<file path="src/rtl/stochastic_repl_sequencer_pkg.sv">
// stochastic_repl_pkg
// Shared definitions for the stochastic REPL command path: opcode and
// response byte values, sequencer state encoding, argument targets and the
// SNG probability reset defaults. No ports (package).
package stochastic_repl_pkg;

    localparam logic [7:0] OP_LOAD_A   = 8'h41;  // 'A'
    localparam logic [7:0] OP_LOAD_B   = 8'h42;  // 'B'
    localparam logic [7:0] OP_LOAD_C   = 8'h43;  // 'C'
    localparam logic [7:0] OP_SET_OP   = 8'h4F;  // 'O'
    localparam logic [7:0] OP_RUN      = 8'h52;  // 'R'

    localparam logic [7:0] RSP_ACK     = 8'h4B;  // 'K'
    localparam logic [7:0] RSP_UNKNOWN = 8'h3F;  // '?'
    localparam logic [7:0] RSP_TIMEOUT = 8'h54;  // 'T'

    localparam logic [7:0] PROB_A_RST  = 8'd128;
    localparam logic [7:0] PROB_B_RST  = 8'd64;
    localparam logic [7:0] PROB_C_RST  = 8'd128;

    typedef enum logic [2:0] {
        ST_IDLE,
        ST_GET_ARG,
        ST_SEND_ACK,
        ST_START,
        ST_WAIT_DONE,
        ST_SEND_HI,
        ST_SEND_LO
    } state_t;

    typedef enum logic [1:0] {
        TGT_A,
        TGT_B,
        TGT_C,
        TGT_OP
    } arg_target_t;

    // Maps an argument-taking opcode to the register its argument lands in.
    function automatic arg_target_t target_of(input logic [7:0] opcode);
        arg_target_t t;
        case (opcode)
            OP_LOAD_A: t = TGT_A;
            OP_LOAD_B: t = TGT_B;
            OP_LOAD_C: t = TGT_C;
            default:   t = TGT_OP;
        endcase
        return t;
    endfunction

endpackage

</file>
<file path="src/rtl/stochastic_repl_sequencer_if.sv">
// stochastic_repl_sequencer_if
// Byte-stream interface between the UART RX/TX and the REPL sequencer.
//   rx_data  [7:0]  received byte
//   rx_valid        one-cycle strobe, rx_data valid
//   tx_data  [7:0]  byte to transmit
//   tx_valid        tx_data valid, held until accepted
//   tx_ready        transmitter accepts on tx_valid & tx_ready
// master: UART side (drives rx, tx_ready); slave: sequencer side.
interface stochastic_repl_sequencer_if;

    logic [7:0] rx_data;
    logic       rx_valid;
    logic [7:0] tx_data;
    logic       tx_valid;
    logic       tx_ready;

    modport master (
        output rx_data,
        output rx_valid,
        output tx_ready,
        input  tx_data,
        input  tx_valid
    );

    modport slave (
        input  rx_data,
        input  rx_valid,
        input  tx_ready,
        output tx_data,
        output tx_valid
    );

endinterface

</file>
<file path="src/rtl/stochastic_repl_sequencer_timeout_counter.sv">
// repl_timeout_counter
// Conversion watchdog. Down-counter loaded with TIMEOUT_CYCLES-1 on clear,
// decremented while enabled, holding at zero. tc is high at zero, i.e. on
// the TIMEOUT_CYCLES-th enabled cycle after a clear.
//   clk, rst  clock, synchronous active-low reset
//   clear     reload the counter
//   enable    count down one step
//   tc        terminal count reached
module repl_timeout_counter #(
    parameter int unsigned TIMEOUT_CYCLES = 131072
) (
    input  logic clk,
    input  logic rst,
    input  logic clear,
    input  logic enable,
    output logic tc
);

    localparam int unsigned          CNT_W = $clog2(TIMEOUT_CYCLES + 1);
    localparam logic [CNT_W-1:0]     LOAD  = CNT_W'(TIMEOUT_CYCLES - 1);

    logic [CNT_W-1:0] cnt_q;

    always_ff @(posedge clk) begin
        if (!rst) begin
            cnt_q <= LOAD;
        end else if (clear) begin
            cnt_q <= LOAD;
        end else if (enable && (cnt_q != '0)) begin
            cnt_q <= cnt_q - 1'b1;
        end
    end

    assign tc = (cnt_q == '0);

endmodule

</file>
<file path="src/rtl/stochastic_repl_sequencer.sv">
// stochastic_repl_sequencer
// Decodes single-letter REPL commands from the UART byte stream, loads the
// SNG probability / op-select registers, runs one bitstream-to-binary
// conversion per 'R' and returns 'K' / '?' / 'T' or the two result bytes.
//   clk, rst            clock, synchronous active-low reset
//   bus (slave)         rx byte strobe in, tx byte with valid/ready out
//   prob_a/b/control    SNG probabilities (value/256)
//   op_sel              0 = multiply, 1 = scaled add
//   start_conversion    one-cycle converter start
//   result_binary       converter result, valid with conversion_done
//   conversion_done     one-cycle converter completion
//   busy                high in START, WAIT_DONE and SEND_* states
//   error               sticky error, cleared by any decoded opcode
//
// state        | meaning
// -------------+---------------------------------------------------
// ST_IDLE      | waiting for an opcode byte
// ST_GET_ARG   | waiting for the argument of A/B/C/O
// ST_SEND_ACK  | presenting a single response byte (K, ?, T)
// ST_START     | start_conversion pulse, watchdog reload
// ST_WAIT_DONE | waiting for conversion_done or watchdog expiry
// ST_SEND_HI   | presenting result[15:8]
// ST_SEND_LO   | presenting result[7:0]
module stochastic_repl_sequencer
    import stochastic_repl_pkg::*;
#(
    parameter int unsigned RESULT_W       = 16,
    parameter int unsigned TIMEOUT_CYCLES = 131072
) (
    input  logic                 clk,
    input  logic                 rst,
    stochastic_repl_sequencer_if.slave bus,
    output logic [7:0]           prob_a,
    output logic [7:0]           prob_b,
    output logic [7:0]           prob_control,
    output logic                 op_sel,
    output logic                 start_conversion,
    input  logic [RESULT_W-1:0]  result_binary,
    input  logic                 conversion_done,
    output logic                 busy,
    output logic                 error
);

    state_t                state_q;
    arg_target_t           target_q;
    logic [RESULT_W-1:0]   result_q;
    logic [7:0]            prob_a_q;
    logic [7:0]            prob_b_q;
    logic [7:0]            prob_c_q;
    logic                  op_sel_q;
    logic [7:0]            tx_data_q;
    logic                  tx_valid_q;
    logic                  start_q;
    logic                  busy_q;
    logic                  error_q;

    logic                  tx_accept;
    logic                  tmo_tc;
    logic                  rx_unexpected;

    assign tx_accept     = tx_valid_q & bus.tx_ready;
    assign rx_unexpected = bus.rx_valid && (state_q != ST_IDLE) && (state_q != ST_GET_ARG);

    repl_timeout_counter #(
        .TIMEOUT_CYCLES (TIMEOUT_CYCLES)
    ) u_timeout (
        .clk    (clk),
        .rst    (rst),
        .clear  (state_q == ST_START),
        .enable (state_q == ST_WAIT_DONE),
        .tc     (tmo_tc)
    );

    always_ff @(posedge clk) begin
        if (!rst) begin
            state_q    <= ST_IDLE;
            target_q   <= TGT_A;
            result_q   <= '0;
            prob_a_q   <= PROB_A_RST;
            prob_b_q   <= PROB_B_RST;
            prob_c_q   <= PROB_C_RST;
            op_sel_q   <= 1'b0;
            tx_data_q  <= 8'h00;
            tx_valid_q <= 1'b0;
            start_q    <= 1'b0;
            busy_q     <= 1'b0;
            error_q    <= 1'b0;
        end else begin
            start_q <= 1'b0;
            case (state_q)
                ST_IDLE: begin
                    if (bus.rx_valid) begin
                        case (bus.rx_data)
                            OP_LOAD_A, OP_LOAD_B, OP_LOAD_C, OP_SET_OP: begin
                                target_q <= target_of(bus.rx_data);
                                error_q  <= 1'b0;
                                state_q  <= ST_GET_ARG;
                            end
                            OP_RUN: begin
                                error_q <= 1'b0;
                                start_q <= 1'b1;
                                busy_q  <= 1'b1;
                                state_q <= ST_START;
                            end
                            default: begin
                                error_q    <= 1'b1;
                                tx_data_q  <= RSP_UNKNOWN;
                                tx_valid_q <= 1'b1;
                                busy_q     <= 1'b1;
                                state_q    <= ST_SEND_ACK;
                            end
                        endcase
                    end
                end
                ST_GET_ARG: begin
                    if (bus.rx_valid) begin
                        case (target_q)
                            TGT_A:   prob_a_q <= bus.rx_data;
                            TGT_B:   prob_b_q <= bus.rx_data;
                            TGT_C:   prob_c_q <= bus.rx_data;
                            default: op_sel_q <= bus.rx_data[0];
                        endcase
                        tx_data_q  <= RSP_ACK;
                        tx_valid_q <= 1'b1;
                        busy_q     <= 1'b1;
                        state_q    <= ST_SEND_ACK;
                    end
                end
                ST_SEND_ACK: begin
                    if (tx_accept) begin
                        tx_valid_q <= 1'b0;
                        busy_q     <= 1'b0;
                        state_q    <= ST_IDLE;
                    end
                end
                ST_START: begin
                    state_q <= ST_WAIT_DONE;
                end
                ST_WAIT_DONE: begin
                    // A completion landing on the terminal-count cycle is honoured.
                    if (conversion_done) begin
                        result_q   <= result_binary;
                        tx_data_q  <= result_binary[15:8];
                        tx_valid_q <= 1'b1;
                        state_q    <= ST_SEND_HI;
                    end else if (tmo_tc) begin
                        tx_data_q  <= RSP_TIMEOUT;
                        tx_valid_q <= 1'b1;
                        error_q    <= 1'b1;
                        state_q    <= ST_SEND_ACK;
                    end
                end
                ST_SEND_HI: begin
                    if (tx_accept) begin
                        tx_data_q <= result_q[7:0];
                        state_q   <= ST_SEND_LO;
                    end
                end
                ST_SEND_LO: begin
                    if (tx_accept) begin
                        tx_valid_q <= 1'b0;
                        busy_q     <= 1'b0;
                        state_q    <= ST_IDLE;
                    end
                end
                default: begin
                    state_q <= ST_IDLE;
                end
            endcase

            // Bytes arriving while the sequencer is occupied are discarded.
            if (rx_unexpected) begin
                error_q <= 1'b1;
            end
        end
    end

    assign prob_a           = prob_a_q;
    assign prob_b           = prob_b_q;
    assign prob_control     = prob_c_q;
    assign op_sel           = op_sel_q;
    assign start_conversion = start_q;
    assign busy             = busy_q;
    assign error            = error_q;
    assign bus.tx_data      = tx_data_q;
    assign bus.tx_valid     = tx_valid_q;

endmodule

</file>
<file path="src/flat_wrapper.sv">
// flat-port wrapper written by rule: the top's interface ports become plain ports
module stochastic_repl_sequencer_flat import stochastic_repl_pkg::*;
#(
    parameter int unsigned RESULT_W       = 16,
    parameter int unsigned TIMEOUT_CYCLES = 131072
)
  (clk, rst, prob_a, prob_b, prob_control, op_sel, start_conversion, result_binary, conversion_done, busy, error, bus_rx_data, bus_rx_valid, bus_tx_ready, bus_tx_data, bus_tx_valid);
  stochastic_repl_sequencer_if bus_i ();
  input  logic clk;
  input  logic rst;
  output logic [7:0] prob_a;
  output logic [7:0] prob_b;
  output logic [7:0] prob_control;
  output logic op_sel;
  output logic start_conversion;
  input  logic [RESULT_W-1:0] result_binary;
  input  logic conversion_done;
  output logic busy;
  output logic error;
  input wire logic [$bits(bus_i.rx_data)-1:0] bus_rx_data;
  input wire logic [$bits(bus_i.rx_valid)-1:0] bus_rx_valid;
  input wire logic [$bits(bus_i.tx_ready)-1:0] bus_tx_ready;
  output wire logic [$bits(bus_i.tx_data)-1:0] bus_tx_data;
  output wire logic [$bits(bus_i.tx_valid)-1:0] bus_tx_valid;
  assign bus_i.rx_data = bus_rx_data;
  assign bus_i.rx_valid = bus_rx_valid;
  assign bus_i.tx_ready = bus_tx_ready;
  assign bus_tx_data = bus_i.tx_data;
  assign bus_tx_valid = bus_i.tx_valid;
  stochastic_repl_sequencer #(.RESULT_W(RESULT_W), .TIMEOUT_CYCLES(TIMEOUT_CYCLES)) u_core (.clk(clk), .rst(rst), .bus(bus_i), .prob_a(prob_a), .prob_b(prob_b), .prob_control(prob_control), .op_sel(op_sel), .start_conversion(start_conversion), .result_binary(result_binary), .conversion_done(conversion_done), .busy(busy), .error(error));
endmodule
</file>
<file path="config.mk">
export PLATFORM = sky130hd
export DESIGN_NAME = stochastic_repl_sequencer_flat
export DESIGN_NICKNAME = d
export VERILOG_FILES = /design/src/rtl/stochastic_repl_sequencer_pkg.sv /design/src/rtl/stochastic_repl_sequencer_if.sv /design/src/rtl/stochastic_repl_sequencer_timeout_counter.sv /design/src/rtl/stochastic_repl_sequencer.sv /design/src/flat_wrapper.sv
export SDC_FILE = /design/constraint.sdc
export NUM_CORES = 1
export LEC_CHECK = 0
export BUFFER_PORTS_ARGS = -buffer_cell sky130_fd_sc_hd__clkbuf_2
export CAP_MARGIN = 25
export CORE_ASPECT_RATIO = 1.2
export CORE_UTILIZATION = 49
export DETAILED_ROUTE_END_ITERATION = 8
export GPL_TIMING_DRIVEN = 1
export PLACE_DENSITY_LB_ADDON = 0.05
export SETUP_SLACK_MARGIN = 0.05
export SLEW_MARGIN = 20
export SYNTH_ARGS = -nofsm -noshare
export SYNTH_HDL_FRONTEND = slang
export SYNTH_SLANG_ARGS = --single-unit
</file>
<file path="constraint.sdc">
create_clock -name clk -period 2.29 [get_ports clk]
set_input_delay 0.3435 -clock clk [delete_from_list [all_inputs] [get_ports clk]]
set_output_delay 0.3435 -clock clk [all_outputs]
set_load 0.05 [all_outputs]
</file>
==> Word-level counts from Yosys, hierarchy flattened <==
Index checks and enable logic that the tools add are counted.
{ "totals": {"regBits": 68, "latch_bits": 0, "mem_bits_rw": 0, "mem_bits_ro": 0, "output_inout_bits": 37, "wordCells": 102, "mem_count": 0} }
{ "op_classes": {"addsub": 1, "mul": 0, "n_div": 0, "order_cmp": 0, "eq_ne": 24, "n_shift": 0, "n_mux": 32, "bitwise": 3, "reduce_logical": 29} }
{ "ops": {"columns": ["op", "count"], "rows": [
  ["$mux 8", 6],
  ["$eq 8x7->1 const B", 5],
  ["$pmux 8 s4", 1],
  ["$logic_not 18->1", 1],
  ["$mux 3", 6],
  ["$pmux 3 s6", 1],
  ["$reduce_and 3->1", 6],
  ["$reduce_bool 18->1", 1],
  ["$sub 18x1->18 const B", 1],
  ["$mux 1", 13],
  ["$reduce_and 6->1", 2],
  ["$reduce_and 5->1", 2],
  ["$eq 3x3->1 const B", 3],
  ["$ne 3x2->1 const B", 3],
  ["$reduce_bool 3->1", 3],
  ["$ne 2x2->1 const B", 4],
  ["$reduce_bool 4->1", 2],
  ["$eq 3x2->1 const B", 2],
  ["$ne 3x1->1 const B", 2],
  ["$pmux 2 s3", 1],
  ["$reduce_or 5->1", 1],
  ["$ne 2x1->1 const B", 2],
  ["$pmux 1 s4", 1],
  ["$pmux 2 s2", 1],
  ["15 further kinds", 19]
]} }

==> Longest topological paths before layout <==
{ "depth": {"ltp_word": 6, "mapped_depth": 8, "ltp_nobuf": 7} }

==> Cells and area by module <==
Synthesis repeated with hierarchy kept, for this count alone.
{ "hier_totals": {"cells_unflattened": 389, "hier_area_um2": 3485.8} }
{ "modules_own_cells": {"columns": ["module", "instances", "cells_each", "area_each_um2"], "rows": [
  ["stochastic_repl_sequencer", 1, 276, 2508.7],
  ["repl_timeout_counter", 1, 113, 977.2]
]} }

==> Least setup slack after synthesis <==
No wires, ideal clock.
{ "synth_timing": {"kind": "reg2reg", "start": "reg u_core.u_timeout.cnt_q[2]", "end": "reg u_core.u_timeout.cnt_q[17]", "setup_ns": 0.070, "t_arrival_ns": 2.358, "required_ns": 2.220, "slack_ns": -0.138, "path_stages_with_launch": 9, "path_buffers": 3, "period_less_slack_ns": 2.428, "cell_sequence": "dfxtp_1 -> or4_1 -> buf_2 -> or3_1 -> buf_2 -> or3_1 -> buf_2 -> or4_1 -> a21boi_1"} }
{ "synth_between": {"elab_chain_len": 2, "elab_cells_between_ends": 3, "cone_classes": "add/sub (1); reduce/logical (2)"} }
{ "synth_lines": {"columns": ["item", "line_no", "source"], "rows": [
  ["start: declaration", "stochastic_repl_sequencer_timeout_counter.sv:22", "logic [CNT_W-1:0] cnt_q;"],
  ["start signal: assignment", "stochastic_repl_sequencer_timeout_counter.sv:30", "cnt_q <= cnt_q - 1'b1;"],
  ["branches (longest 2 deep; another with $sub 18x1->18)", null, null]
]} }
Parallel ways; which one is timed is not known.
A chain may end at the register's enable or synchronous reset.

==> Worst setup path after layout <==
{ "layout_timing": {"start": "reg u_core.u_timeout.cnt_q[5]", "end": "reg u_core.u_timeout.cnt_q[17]"} }
Same word-level chain as after synthesis.

==> flow_summary.toml <==
[placed_design]
place_congestion = 0.8111
hpwl_um = 5145
port_buffers = 65
dp_slack_ns = -0.01244

[synth]
synth_area_per_cell_um2 = 8.769
syn_area_um2 = 3043
yosysTopAreaCell = "dfxtp_1"
synth_ff_type = "dfxtp_1"
synth.most_common_cell = "dfxtp_1"
ys_top_cells_by_area = "dfxtp_1, mux2i_1, nand2_1, nor2_1, a21oi_1"
synth-edff-count = 0
synthTopCellsByCount = "dfxtp_1, nand2_1, nor2_1"
synthCells = 347
ys_seq_elements = 68
async_flop_share_pct = 0
synth_fp_nets = 377
synth-seq-area-share_pct = 44.74
yosysUniqueCellTypes = 49
yosysWarnings = 0
synth_top_area_share_pct = 44.74

[grt]
grt_pass1_wl_um = 11210
grt_pass1_vias = 2437
grt_overflow = 0
track_usage_pct = 22.68
grt_max_degree = 34
grt_antenna_before_repair = 0

[outcome]
status = "completed"

[critical_path]
required_ns = 2.51
r2r_cells = 7
critPathKind = "reg2reg"
end_kind = "flop"
cp.arrival_ns = 2.46
crit_path_max_fanout = 6
r2r-end = "u_core.u_timeout.cnt_q[17]$_SDFFE_PP0P_"
crit_path_start_kind = "flop"
reg2reg_setup_slack_ns = 0.05
worst-path-buf-inv = 2
critPathMostFrequentCell = "or4_4"
crit_path_max_incr_delay_ns = 0.55
cp_top_family = "simple AND/OR/NAND/NOR gates"
r2r_start = "u_core.u_timeout.cnt_q[5]$_SDFFE_PP1P_"
crit_slowest_cell = "or4_4"
path_cells = "or4_4, or4_4, buf_4, o211ai_1, buf_2, or4_1, a21boi_1"

[sta]
slew_viol_final = 0
timing.final.hold_violations = 0
tightestPinTransition_ns = 0.5011
fmax_mhz = 446.8
skew_ns = 0.008956
rsz0062_at_grt = "true"
setup_viol = 0
period_needed_ns = 2.238
postLayoutSetupSlackWorst_ns = 0.05174
period_share_pct = 97.74
maxSlewHeadroom_pct = 66.52

[drt]
drc = 0
via_count = 2787
drt-pass1-iter-count = 4
ant_nets = 0
routedWlPerCell_um = 14.04
dr.first_iter.drc_count = 110
routed_via_density = 5.380
routed_wl_um = 7273

[die]
core.rowCount = 31
die_w_um = 73.94
ios = 66
start_util_pct = 50.61
die_h_um = 88.33
die_area_um2 = 6530
core_um2 = 6012

[cells_and_area]
drive_gt1_share_pct = 27.52
nets = 461
register_area_um2 = 1364
multi_input_area_um2 = 1617
antenna_cells = 0
syn_to_final_growth_pct = 26.52
fill_cells = 545

[run]
maxCapViolCount = 0

[pwr]
power_density_nw_per_um2 = 653.8
power_mw = 2.517
p_leak_nw = 1.617
vdd.ir_drop.worst_uv = 458.4

[worst_hold_path]
hold_class = "in2reg"
whs_path_depth = 3
whs_endpoint = "u_core.result_q[1]$_SDFFE_PN0P_"
hp-start = "result_binary[1]"

[clocking]
clkLatencyLatePin_ns = 0.34
cts_hold_buf = 0
htree_num_levels = 3
cts_tree = "done"
clk_path_buf_depth = 2
numCtsBuffers = 9
root_buffer = "clkbuf_8"
cts.sinks = 68
clk_pin_slew_ns = 0.08
-- per-layer routing --
metal / vias to the layer above / track usage [%] / share of wire, %
li1: 1415 / - / -
met1: 1294 / 27.68 / 44
met2: 64 / 36.28 / 50
met3: 14 / 5.809 / 3.7
met4: 0 / 12.41 / 2.3
met5: - / 0 / 0
-- worst max-delay path by stage --
stage / start / to / slack (ns) / depth (start not counted)
floorplan: u_core.u_timeout.cnt_q[3]$_SDFFE_PP1P_ / u_core.u_timeout.cnt_q[17]$_SDFFE_PP0P_ / -0.11 / 8
global placement: u_core.u_timeout.cnt_q[5]$_SDFFE_PP1P_ / u_core.u_timeout.cnt_q[17]$_SDFFE_PP0P_ / 0.03 / 5
detailed placement: u_core.u_timeout.cnt_q[5]$_SDFFE_PP1P_ / u_core.u_timeout.cnt_q[17]$_SDFFE_PP0P_ / -0.01 / 5
CTS: u_core.u_timeout.cnt_q[5]$_SDFFE_PP1P_ / u_core.bus.tx_data[7]$_SDFFE_PN0P_ / 0.06 / 6
global route: u_core.u_timeout.cnt_q[5]$_SDFFE_PP1P_ / u_core.bus.tx_data[6]$_SDFFE_PN0P_ / -0.06 / 6
finish: u_core.u_timeout.cnt_q[5]$_SDFFE_PP1P_ / u_core.u_timeout.cnt_q[17]$_SDFFE_PP0P_ / 0.05 / 7
-- what timing repair did --
item	in CTS	in global routing
endpoints found under the setup margin	12	16
gates cloned	0	1
pin swaps	0	5
setup buffers	3	2
resized for setup	3	5
-- layout make-up --
class | instances | share of cell area, %
Multi-Input combinational cell | 253 | 41.99
Sequential cell | 68 | 35.42
Timing Repair Buffer | 91 | 13.55
Clock buffer | 10 | 3.315
Tap cell | 82 | 2.665
Clock inverter | 6 | 2.275
Inverter | 8 | 0.7800
-- worst register-to-register path, cell delays in order, from the launching register on --
cell and delay [ns]:
dfxtp_2 0.32, or4_4 0.55, or4_4 0.47, buf_4 0.16
o211ai_1 0.22, buf_2 0.23, or4_1 0.13, a21boi_1 0.05
-- power by group --
part,total [mW],internal (mW),switching (mW)
sequential,1.21,1.20,0.0147
combinational,0.225,0.0764,0.149
clock,1.08,0.615,0.461
total,2.52,1.89,0.625
-- layout by cell type (no fill, tap or decap), drive strengths merged, types with 7 or more instances in the layout --
cell | Yosys | routed
clkbuf | 13 | 75
dfxtp | 68 | 68
nor2 | 43 | 43
nand2 | 43 | 43
mux2i | 27 | 27
buf | 5 | 26
a21oi | 16 | 16
o21ai | 13 | 13
nand3 | 12 | 12
nor3 | 10 | 10
inv | 8 | 9
xor2 | 8 | 8
nand3b | 7 | 7
or4 | 7 | 7
-- kinds of logic (layout without fill, tap and decap cells) --
logic type / after synthesis / in the layout / synth area share (%)
fa+ha+maj: 1 / 1 / 0.4111
xor+xnor: 11 / 11 / 3.166
buf+inv: 26 / 115 / 3.331
simple gates: 146 / 146 / 23.77
mux: 27 / 27 / 8.882
flops: 68 / 68 / 44.74
compound gates: 68 / 68 / 15.71
-- through the flow --
stage               instance area (um2)  util (%)  setup TNS (ns)  hold slack, ns  instances
floorplan                          3069         -         -0.5117          0.4328        347
global placement                   3562     59.25               0          0.4385        496
detailed placement                 3562     59.25        -0.01244          0.4466        496
CTS                                3812     63.41               0          0.2044        515
global route                       3850     64.04         -0.1443          0.2069        518
finish                             3850     64.04               0          0.2140        518
-- registers in the layout (all words and copies together) (netlist names) --
register and cells:
u_core.u_timeout.cnt_q 18, u_core.bus.tx_data 8, u_core.prob_a 8, u_core.prob_b 8, u_core.prob_control 8, u_core.result_q 8, u_core.state_q 3, u_core.target_q 2
u_core.bus.tx_valid 1, u_core.busy 1, u_core.error 1, u_core.op_sel 1, u_core.start_conversion 1
(Power assumes the default switching activity.)
